<file path="src/rtl/pq_pkg.sv">
// Shared types for the heap priority-queue command front-end.
// The count-width helper is shared with the queue so both size occupancy the same way.
package pq_pkg;

    typedef enum logic [1:0] {
        OP_ILLEGAL = 2'b00,
        OP_PUSH    = 2'b01,
        OP_POP     = 2'b10,
        OP_REPLACE = 2'b11
    } op_t;

    typedef enum logic [1:0] {
        IDLE,
        ISSUE,
        GAP
    } sched_state_t;

    function automatic int count_width(input int capacity);
        return $clog2(capacity + 1);
    endfunction

endpackage

</file>
<file path="src/rtl/pq_cmd_fifo.sv">
// Request buffer for the scheduler: a synchronous FIFO whose head is visible combinationally.
// A full FIFO refuses writes even when the head leaves in the same cycle.
module pq_cmd_fifo #(
    parameter int WIDTH = 18,
    parameter int DEPTH = 4
) (
    input  logic             CLK,
    input  logic             RST,
    input  logic             wr_en,
    input  logic [WIDTH-1:0] wr_data,
    input  logic             rd_en,
    output logic [WIDTH-1:0] rd_data,
    output logic             full,
    output logic             empty
);

    localparam int AW = $clog2(DEPTH);

    logic [WIDTH-1:0] mem [DEPTH];
    logic [AW:0]      wr_ptr;
    logic [AW:0]      rd_ptr;
    logic             do_wr;
    logic             do_rd;

    assign full    = (wr_ptr[AW] != rd_ptr[AW]) && (wr_ptr[AW-1:0] == rd_ptr[AW-1:0]);
    assign empty   = (wr_ptr == rd_ptr);
    assign rd_data = mem[rd_ptr[AW-1:0]];
    assign do_wr   = wr_en && !full;
    assign do_rd   = rd_en && !empty;

    always_ff @(posedge CLK) begin
        if (do_wr) begin
            mem[wr_ptr[AW-1:0]] <= wr_data;
        end
    end

    always_ff @(posedge CLK) begin
        if (RST) begin
            wr_ptr <= '0;
            rd_ptr <= '0;
        end else begin
            if (do_wr) begin
                wr_ptr <= wr_ptr + 1'b1;
            end
            if (do_rd) begin
                rd_ptr <= rd_ptr + 1'b1;
            end
        end
    end

endmodule

</file>
<file path="src/rtl/pq_cmd_sched.sv">
// Command front-end for the BRAM heap priority queue: buffers push/pop/replace requests,
// issues them as spaced i_wrt/i_read pulses and returns the pre-removal top as a result stream.
//
//   state | meaning
//   IDLE  | waiting for a request at the FIFO head
//   ISSUE | command pulse on q_wrt/q_read, result and occupancy captured
//   GAP   | heap settling; last GAP cycle may already decide the next head
module pq_cmd_sched
    import pq_pkg::*;
#(
    parameter int DATA_WIDTH = 16,
    parameter int QUEUE_SIZE = 7,
    parameter int FIFO_DEPTH = 4,
    parameter int CMD_GAP    = 8
) (
    input  logic                                  CLK,
    input  logic                                  RST,
    input  logic                                  s_valid,
    output logic                                  s_ready,
    input  logic [1:0]                            s_op,
    input  logic [DATA_WIDTH-1:0]                 s_data,
    output logic                                  q_wrt,
    output logic                                  q_read,
    output logic [DATA_WIDTH-1:0]                 q_data,
    input  logic [DATA_WIDTH-1:0]                 q_top,
    output logic                                  m_valid,
    input  logic                                  m_ready,
    output logic [DATA_WIDTH-1:0]                 m_data,
    output logic [count_width(QUEUE_SIZE)-1:0]    o_count,
    output logic                                  o_err
);

    localparam int              CW        = count_width(QUEUE_SIZE);
    localparam logic [CW-1:0]   COUNT_MAX = CW'(QUEUE_SIZE);
    localparam int              GW        = (CMD_GAP > 1) ? $clog2(CMD_GAP) : 1;
    localparam logic [GW-1:0]   GAP_LOAD  = GW'(CMD_GAP - 1);

    sched_state_t          state;
    logic [GW-1:0]         gap_cnt;
    op_t                   cur_op;

    logic                  fifo_full;
    logic                  fifo_empty;
    logic                  fifo_wr;
    logic                  fifo_rd;
    logic [DATA_WIDTH+1:0] head;
    op_t                   head_op;
    logic [DATA_WIDTH-1:0] head_key;
    logic                  decide;
    logic                  drop;
    logic                  stall;
    logic                  take;
    logic                  issue;

    assign s_ready = !RST && !fifo_full;
    assign fifo_wr = s_valid && s_ready;

    pq_cmd_fifo #(
        .WIDTH (DATA_WIDTH + 2),
        .DEPTH (FIFO_DEPTH)
    ) u_fifo (
        .CLK     (CLK),
        .RST     (RST),
        .wr_en   (fifo_wr),
        .wr_data ({s_op, s_data}),
        .rd_en   (fifo_rd),
        .rd_data (head),
        .full    (fifo_full),
        .empty   (fifo_empty)
    );

    // Deciding in the terminal GAP cycle keeps pulse spacing at CMD_GAP+1.
    always_comb begin
        head_op  = op_t'(head[DATA_WIDTH+1:DATA_WIDTH]);
        head_key = head[DATA_WIDTH-1:0];
        decide   = (state == IDLE) || ((state == GAP) && (gap_cnt == '0));
        drop     = (head_op == OP_ILLEGAL)
                || ((head_op == OP_POP)  && (o_count == '0))
                || ((head_op == OP_PUSH) && (o_count == COUNT_MAX));
        stall    = !drop && ((head_op == OP_POP) || (head_op == OP_REPLACE))
                && m_valid && !m_ready;
        take     = decide && !fifo_empty && !stall;
        issue    = take && !drop;
        fifo_rd  = take;
    end

    always_ff @(posedge CLK) begin
        if (RST) begin
            state   <= IDLE;
            gap_cnt <= '0;
            cur_op  <= OP_PUSH;
            q_wrt   <= 1'b0;
            q_read  <= 1'b0;
            q_data  <= '0;
            m_valid <= 1'b0;
            m_data  <= '0;
            o_count <= '0;
            o_err   <= 1'b0;
        end else begin
            q_wrt  <= 1'b0;
            q_read <= 1'b0;
            o_err  <= 1'b0;
            if (m_valid && m_ready) begin
                m_valid <= 1'b0;
            end

            case (state)
                IDLE: ;
                ISSUE: begin
                    case (cur_op)
                        OP_PUSH: o_count <= o_count + 1'b1;
                        OP_POP: begin
                            o_count <= o_count - 1'b1;
                            m_data  <= q_top;
                            m_valid <= 1'b1;
                        end
                        OP_REPLACE: begin
                            m_data  <= q_top;
                            m_valid <= 1'b1;
                        end
                        default: ;
                    endcase
                    gap_cnt <= GAP_LOAD;
                    state   <= GAP;
                end
                GAP: begin
                    if (gap_cnt != '0) begin
                        gap_cnt <= gap_cnt - 1'b1;
                    end
                end
                default: state <= IDLE;
            endcase

            if (decide) begin
                state <= IDLE;
                if (take && drop) begin
                    o_err <= 1'b1;
                end
                if (issue) begin
                    state  <= ISSUE;
                    q_data <= head_key;
                    if ((head_op == OP_REPLACE) && (o_count == '0)) begin
                        cur_op <= OP_PUSH;
                        q_wrt  <= 1'b1;
                    end else begin
                        cur_op <= head_op;
                        q_wrt  <= (head_op != OP_POP);
                        q_read <= (head_op != OP_PUSH);
                    end
                end
            end
        end
    end

endmodule

</file>
<file path="config.mk">
export PLATFORM = sky130hd
export DESIGN_NAME = pq_cmd_sched
export DESIGN_NICKNAME = d
export VERILOG_FILES = /design/src/rtl/pq_pkg.sv /design/src/rtl/pq_cmd_fifo.sv /design/src/rtl/pq_cmd_sched.sv
export SDC_FILE = /design/constraint.sdc
export NUM_CORES = 1
export LEC_CHECK = 0
export ABC_CLOCK_PERIOD_IN_PS = 2700
export BUFFER_PORTS_ARGS = -buffer_cell sky130_fd_sc_hd__buf_2
export CORE_AREA = 10 10 142 144
export DETAILED_ROUTE_END_ITERATION = 8
export DIE_AREA = 0 0 152 154
export HOLD_SLACK_MARGIN = 0.06
export SYNTH_ARGS = -nofsm -noshare
export SYNTH_HDL_FRONTEND = slang
export SYNTH_HIERARCHICAL = 1
export SYNTH_SLANG_ARGS = --single-unit
export TNS_END_PERCENT = 30
</file>
<file path="constraint.sdc">
create_clock -name CLK -period 2.7 [get_ports CLK]
set_input_delay 0.54 -clock CLK [delete_from_list [all_inputs] [get_ports CLK]]
set_output_delay 0.54 -clock CLK [all_outputs]
set_load 0.1 [all_outputs]
</file>
# --- Word-level counts from Yosys, hierarchy flattened ---
# Memories as Yosys holds them, arrays and structs flattened. A register that Yosys moved wholly into a read port is not among the register bits.
# Cells that the tools add are included.
totals:
  ff_bits: 52
  ram_bits: 72
  input_bits: 38
  memories: 1
op_classes:
  n_addsub: 5
  n_eq_ne: 16
  muxes: 16
  bitwise_logic: 2
  n_reduce_logical: 43
mem_list:
  columns: ["name", "depth", "word_bits", "read_ports", "rd_clocked_by_memory_dff", "wr", "line_no", "rtl"]
  rows:
  - ["u_fifo.mem", 4, 18, 1, 1, 1, "pq_cmd_fifo.sv:19", "logic [WIDTH-1:0] mem [DEPTH];"]
op_table:
  columns: ["op", "n"]
  rows:
  - ["$logic_and 1x1->1", 17]
  - ["$pmux 3 s2", 2]
  - ["$eq 2x2->1 const B", 5]
  - ["$add 3x1->3 const B", 3]
  - ["$mux 1", 8]
  - ["$mux 2", 4]
  - ["$reduce_and 2->1", 4]
  - ["$eq 2x1->1 const B", 3]
  - ["$logic_not 1->1", 6]
  - ["$logic_not 3->1", 2]
  - ["$ne 2x1->1 const B", 3]
  - ["$reduce_or 2->1", 3]
  - ["$sub 3x1->3 const B", 2]
  - ["$logic_not 2->1", 2]
  - ["$logic_or 1x1->1", 4]
  - ["$pmux 2 s2", 1]
  - ["$reduce_bool 2->1", 2]
  - ["$reduce_or 4->1", 1]
  - ["$eq 3x3->1", 1]
  - ["$eq 3x3->1 const B", 1]
  - ["$mux 3", 1]
  - ["$reduce_bool 3->1", 1]
  - ["$reduce_or 3->1", 1]
  - ["$eq 2x2->1", 1]
  - ["3 further kinds", 4]

# --- Logic depth before layout (Yosys ltp) ---
depth:
  ltp_word: 13
  mapped_depth: 10
  depth_no_buf: 8

# --- Hierarchy ---
# The synthesis kept the hierarchy.
modules_own_cells:
  columns: ["module", "instances", "cells_per_inst", "area_each_um2", "seq_area_each_um2"]
  rows:
  - ["pq_cmd_fifo", 1, 162, 3170.5, 2322.2]
  - ["pq_cmd_sched", 1, 222, 1964.4, 920.9]

# --- Worst setup path before layout ---
# No wires, ideal clock.
synth_path:
  path_type: "input port to flip-flop"
  startpoint: "input RST"
  endpoint: "memory u_fifo.mem[3][0], enable pin"
  setup_time_ns: 0.404
  arrival_time_ns: 3.593
  setup_slack_ns: -1.297
  path_stages: 6
  n_path_buf: 2
  cell_sequence: "clkbuf_1 > clkbuf_1 > nor2_1 > and2_1 > nand2_1 > a31oi_1"
synth_via:
  elab_chain_cells: 6
synth_rtl:
  columns: ["element", "line_no", "rtl"]
  rows:
  - ["start, declared", "pq_cmd_sched.sv:17", "input logic RST,"]
  - ["$logic_not 1->1", "pq_cmd_sched.sv:55", "assign s_ready = !RST && !fifo_full;"]
  - ["$logic_and 1x1->1", "pq_cmd_sched.sv:55", null]
  - ["net s_ready", "pq_cmd_sched.sv:19", "output logic s_ready,"]
  - ["$logic_and 1x1->1", "pq_cmd_sched.sv:56", "assign fifo_wr = s_valid && s_ready;"]
  - ["net fifo_wr", "pq_cmd_sched.sv:44", "logic fifo_wr;"]
  - ["$logic_and 1x1->1", "pq_cmd_fifo.sv:28", "assign do_wr = wr_en && !full;"]
  - ["$mux 1", "pq_cmd_fifo.sv:32", "if (do_wr) begin"]
  - ["$mux 1 (not written as such)", "pq_cmd_fifo.sv:33", "mem[wr_ptr[AW-1:0]] <= wr_data;"]
  - ["end, declared", "pq_cmd_fifo.sv:19", null]
# The timed path passes the listed nets, and every way through them passes these cells.

==> results by group <==
Logic synthesis
  – Yosys warnings: 6
  – Synth top area cells: edfxtp_1, dfxtp_1, mux4_2
  – #FFs+latches synth: roughly 130
  – Top FF cell, synth: edfxtp_1
  – Register area share after synthesis: 0.632
  – Post-Syn Area: between 5000 and 6000 um2
  – Asr flop ratio synth: 0
  – Area leader, netlist: edfxtp_1
  – Syn nets: 432
  – Count of different cell masters after synthesis: 50
  – Number of synthesized flops with an enable pin: between 70 and 80
  – Syn avg cell area: between 10 and 15 um2
  – Post-synth top area share: 0.421
  – Synthesized instance count: about 380

STA
  – Setup Skew: 0.00809 ns
  – Hold_ws: approximately 0.34 ns
  – Slew Limit Headroom: 0.562
  – RSZ-0062 raised after global routing: false
  – Slew Limit Fails: 0
  – Final Hold Fails: 0
  – Fin crit period: around 2.5 ns
  – Fmax: about 410 MHz
  – Worst-Margin Slew: between 0.6 and 0.7 ns
  – Period utilisation layout: 0.913
  – Final setup viols: 0
  – Setup_tns: 0 ns

Power and ir drop
  – Sw frac: 0.327
  – Internal: approximately 0.0042 W
  – Switch Pwr: a little over 0.002 W
  – Power Density: just under 1000 nW/um2
  – Gate power share: 0.248
  – Clk pwr share: 0.381
  – Leak: between 2 and 2.5 nW
  – Sequential share of power: 0.372
  – Maximum vdd drop: between 1000 and 1500 uV

Clocking
  – Post-CTS setup buffers: 0
  – H-tree Lvls: 4
  – Clock transition at path regs: about 0.060 ns
  – CTS buffer count: 17
  – TritonCTS clock tree: yes
  – Worst-skew pair later-pin latency: 0.41 ns
  – Clock root cell: clkbuf_16
  – Post-CTS Hold Buffers: 0
  – Post-CTS sizing: 0
  – Clk sink count: between 100 and 150
  – Buffer depth of the longest clock path: 2

Drt
  – Vias: between 3000 and 4000
  – Wire per inst: between 15 and 20 um
  – DRT iter0 DRCs: 158
  – Vias per cell: between 4 and 5
  – Total iterations of the first detailed-routing run: 4
  – Drt drc: 0
  – Post-DRT Antenna Nets: 0
  – Routed wire length: between 10 and 15 mm

Place
  – Gpl congestion: around 0.8
  – HPWL after detailed placement: 7.88 mm
  – Area of placed instances: 5850 um2
  – Dpl cells: between 600 and 700
  – Port bufs: 77

Critical path
  – Worst-path maximum fanout: 13
  – Crit end category: flop
  – Crit path DAT: 2.78 ns
  – Critical Path Start Type: flop
  – CP Class: reg2reg
  – Data required, critical path: around 3 ns

GRT
  – Vias in the first global route: between 3000 and 4000
  – First-pass GRT wire length: between 15 and 20 mm
  – Grt met2 use: 0.155
  – All-Layer GR Usage: 0.101
  – Met3 global-route usage: 0.0382
  – Met1 usage: 0.123
  – Most Crowded Layer GR: met2
  – Largest net degree at the start of global routing: 73
  – Antenna violations before repair: 2
  – Grt ovf: 0

Floorplan
  – Initial Util: 0.299
  – Height of the chip: around 150 um
  – Die area: around 23000 um2
  – Site row count: 48
  – Core ar.: about 17000 um2
  – Top Ports: 78
  – Die X: between 150 and 200 um

Cells and area
  – Fin nets: between 500 and 600
  – FF+latch area: about 3200 um2
  – Fillers: between 1500 and 2000
  – Final Core Density: 0.377
  – Synthesis-to-layout area growth: 26.2%
  – Fin area: 6480 um2
  – Layout cells sized above 1: 0.316
  – Finished Layout Cells: approximately 700
  – Multi-input gate area: ~1700 um2

Outcome
  – Outcome: completed

Min path
  – Hold/Removal Path Class: in2reg
  – Hold path startpoint: s_data[3]

Job
  – Max Cap Viol: 0
power groups by stage:
stage | clock [W] | combinational, W | sequential (W)
global route | 0.00251 | 0.00165 | 0.00233
global placement | 0 | 0.00152 | 0.00234
detailed placement | 0 | 0.00154 | 0.00235
floorplan | 0 | 0.000715 | 0.00281
finish | 0.00237 | 0.00154 | 0.00231
CTS | 0.00243 | 0.00155 | 0.00231
worst paths after layout:
| path | end | slack (ns) | cells past startpoint |
|---|---|---|---|
| max reg2reg | flop | 0.24 | 7 |
| min reg2reg | m_data[11] | 0.45 | 2 |
| min | u_fifo/mem[0][3] | 0.34 | 1 |
| max | flop | 0.24 | 7 |
critical path, stage by stage (launching register included):
cell and delay (ns):
dfxtp_1 0.37, mux4_2 0.56, or4_1 0.43, a221oi_2 0.25, buf_4 0.21, nor3b_1 0.24, o21ai_0 0.16, o211ai_1 0.15
cell type report:
| cell class | count | area share |
|---|---|---|
| sequential | 126 | 0.500 |
| clock buffer | 19 | 0.0668 |
| clock inverter | 12 | 0.0288 |
| timing repair buffer | 96 | 0.0853 |
| inverter | 11 | 0.00637 |
| tap | 225 | 0.0434 |
| multi-input combinational | 223 | 0.269 |
| antenna | 1 | 0.000386 |
cell usage after synthesis, types with 2 or more instances:
| cell | count |
|---|---|
| nor2_1 | 11 |
| nand4b_1 | 16 |
| o211ai_1 | 5 |
| nor3b_1 | 5 |
| edfxtp_1 | 72 |
| a31oi_1 | 4 |
| nand4_1 | 2 |
| xnor2_1 | 5 |
| a211oi_1 | 4 |
| nand2b_1 | 20 |
| and2_1 | 5 |
| nand3_1 | 3 |
| a211o_1 | 2 |
| a21oi_1 | 23 |
| buf_6 | 2 |
| nand2_1 | 41 |
| o21ai_1 | 10 |
| buf_4 | 3 |
| xor2_1 | 4 |
| inv_1 | 11 |
| dfxtp_1 | 54 |
| mux4_2 | 18 |
| ha_1 | 9 |
| or4_1 | 2 |
| a41oi_1 | 2 |
| nor2b_1 | 2 |
| clkbuf_1 | 13 |
| o21ai_0 | 11 |
| buf_2 | 4 |
state kept, by name, summed over array words and instances (netlist names), named ones only:
register	cells
cur_op	2
gap_cnt	3
m_data	16
m_valid	1
o_count	3
o_err	1
q_data	16
q_read	1
q_wrt	1
state	2
u_fifo/mem	72
u_fifo/rd_ptr	3
u_fifo/wr_ptr	3
routing by layer:
layer | vias to the layer above | share of wire | wire [um]
met1 | 1640 | 0.46 | 5400
met3 | 16 | 0.066 | 775
met5 | - | 0.0011 | 13
met4 | 2 | 0.015 | 170
li1 | 1601 | - | -
met2 | 109 | 0.46 | 5340
kinds of logic (layout without fill, tap and decap cells):
kind of cell	Yosys count	in the layout	synth area share
xor+xnor	9	9	0.0153
flops	126	126	0.632
fa+ha+maj	10	10	0.0258
simple gates	116	116	0.130
compound gates	68	68	0.0799
mux	20	20	0.0831
other cells	0	1	0
buf+inv	35	138	0.0344
cells in the final DEF (no fill, tap or decap), types with 16 or more instances in the layout:
cell	instances
nand4b_1	16
edfxtp_1	72
clkbuf_16	17
a21oi_1	22
nand2b_1	20
mux4_2	18
dfxtp_1	54
buf_2	77
buf_4	17
nand2_1	41
stage by stage:
stage	setup WS [ns]	power, W
2_1_floorplan	-0.134	0.00353
6_report	0.236	0.00622
4_1_cts	0.179	0.00630
3_5_place_dp	0.203	0.00389
5_1_grt	0.0449	0.00649
3_3_place_gp	0.302	0.00386
No activity file was read; power rests on OpenSTA's default activity.
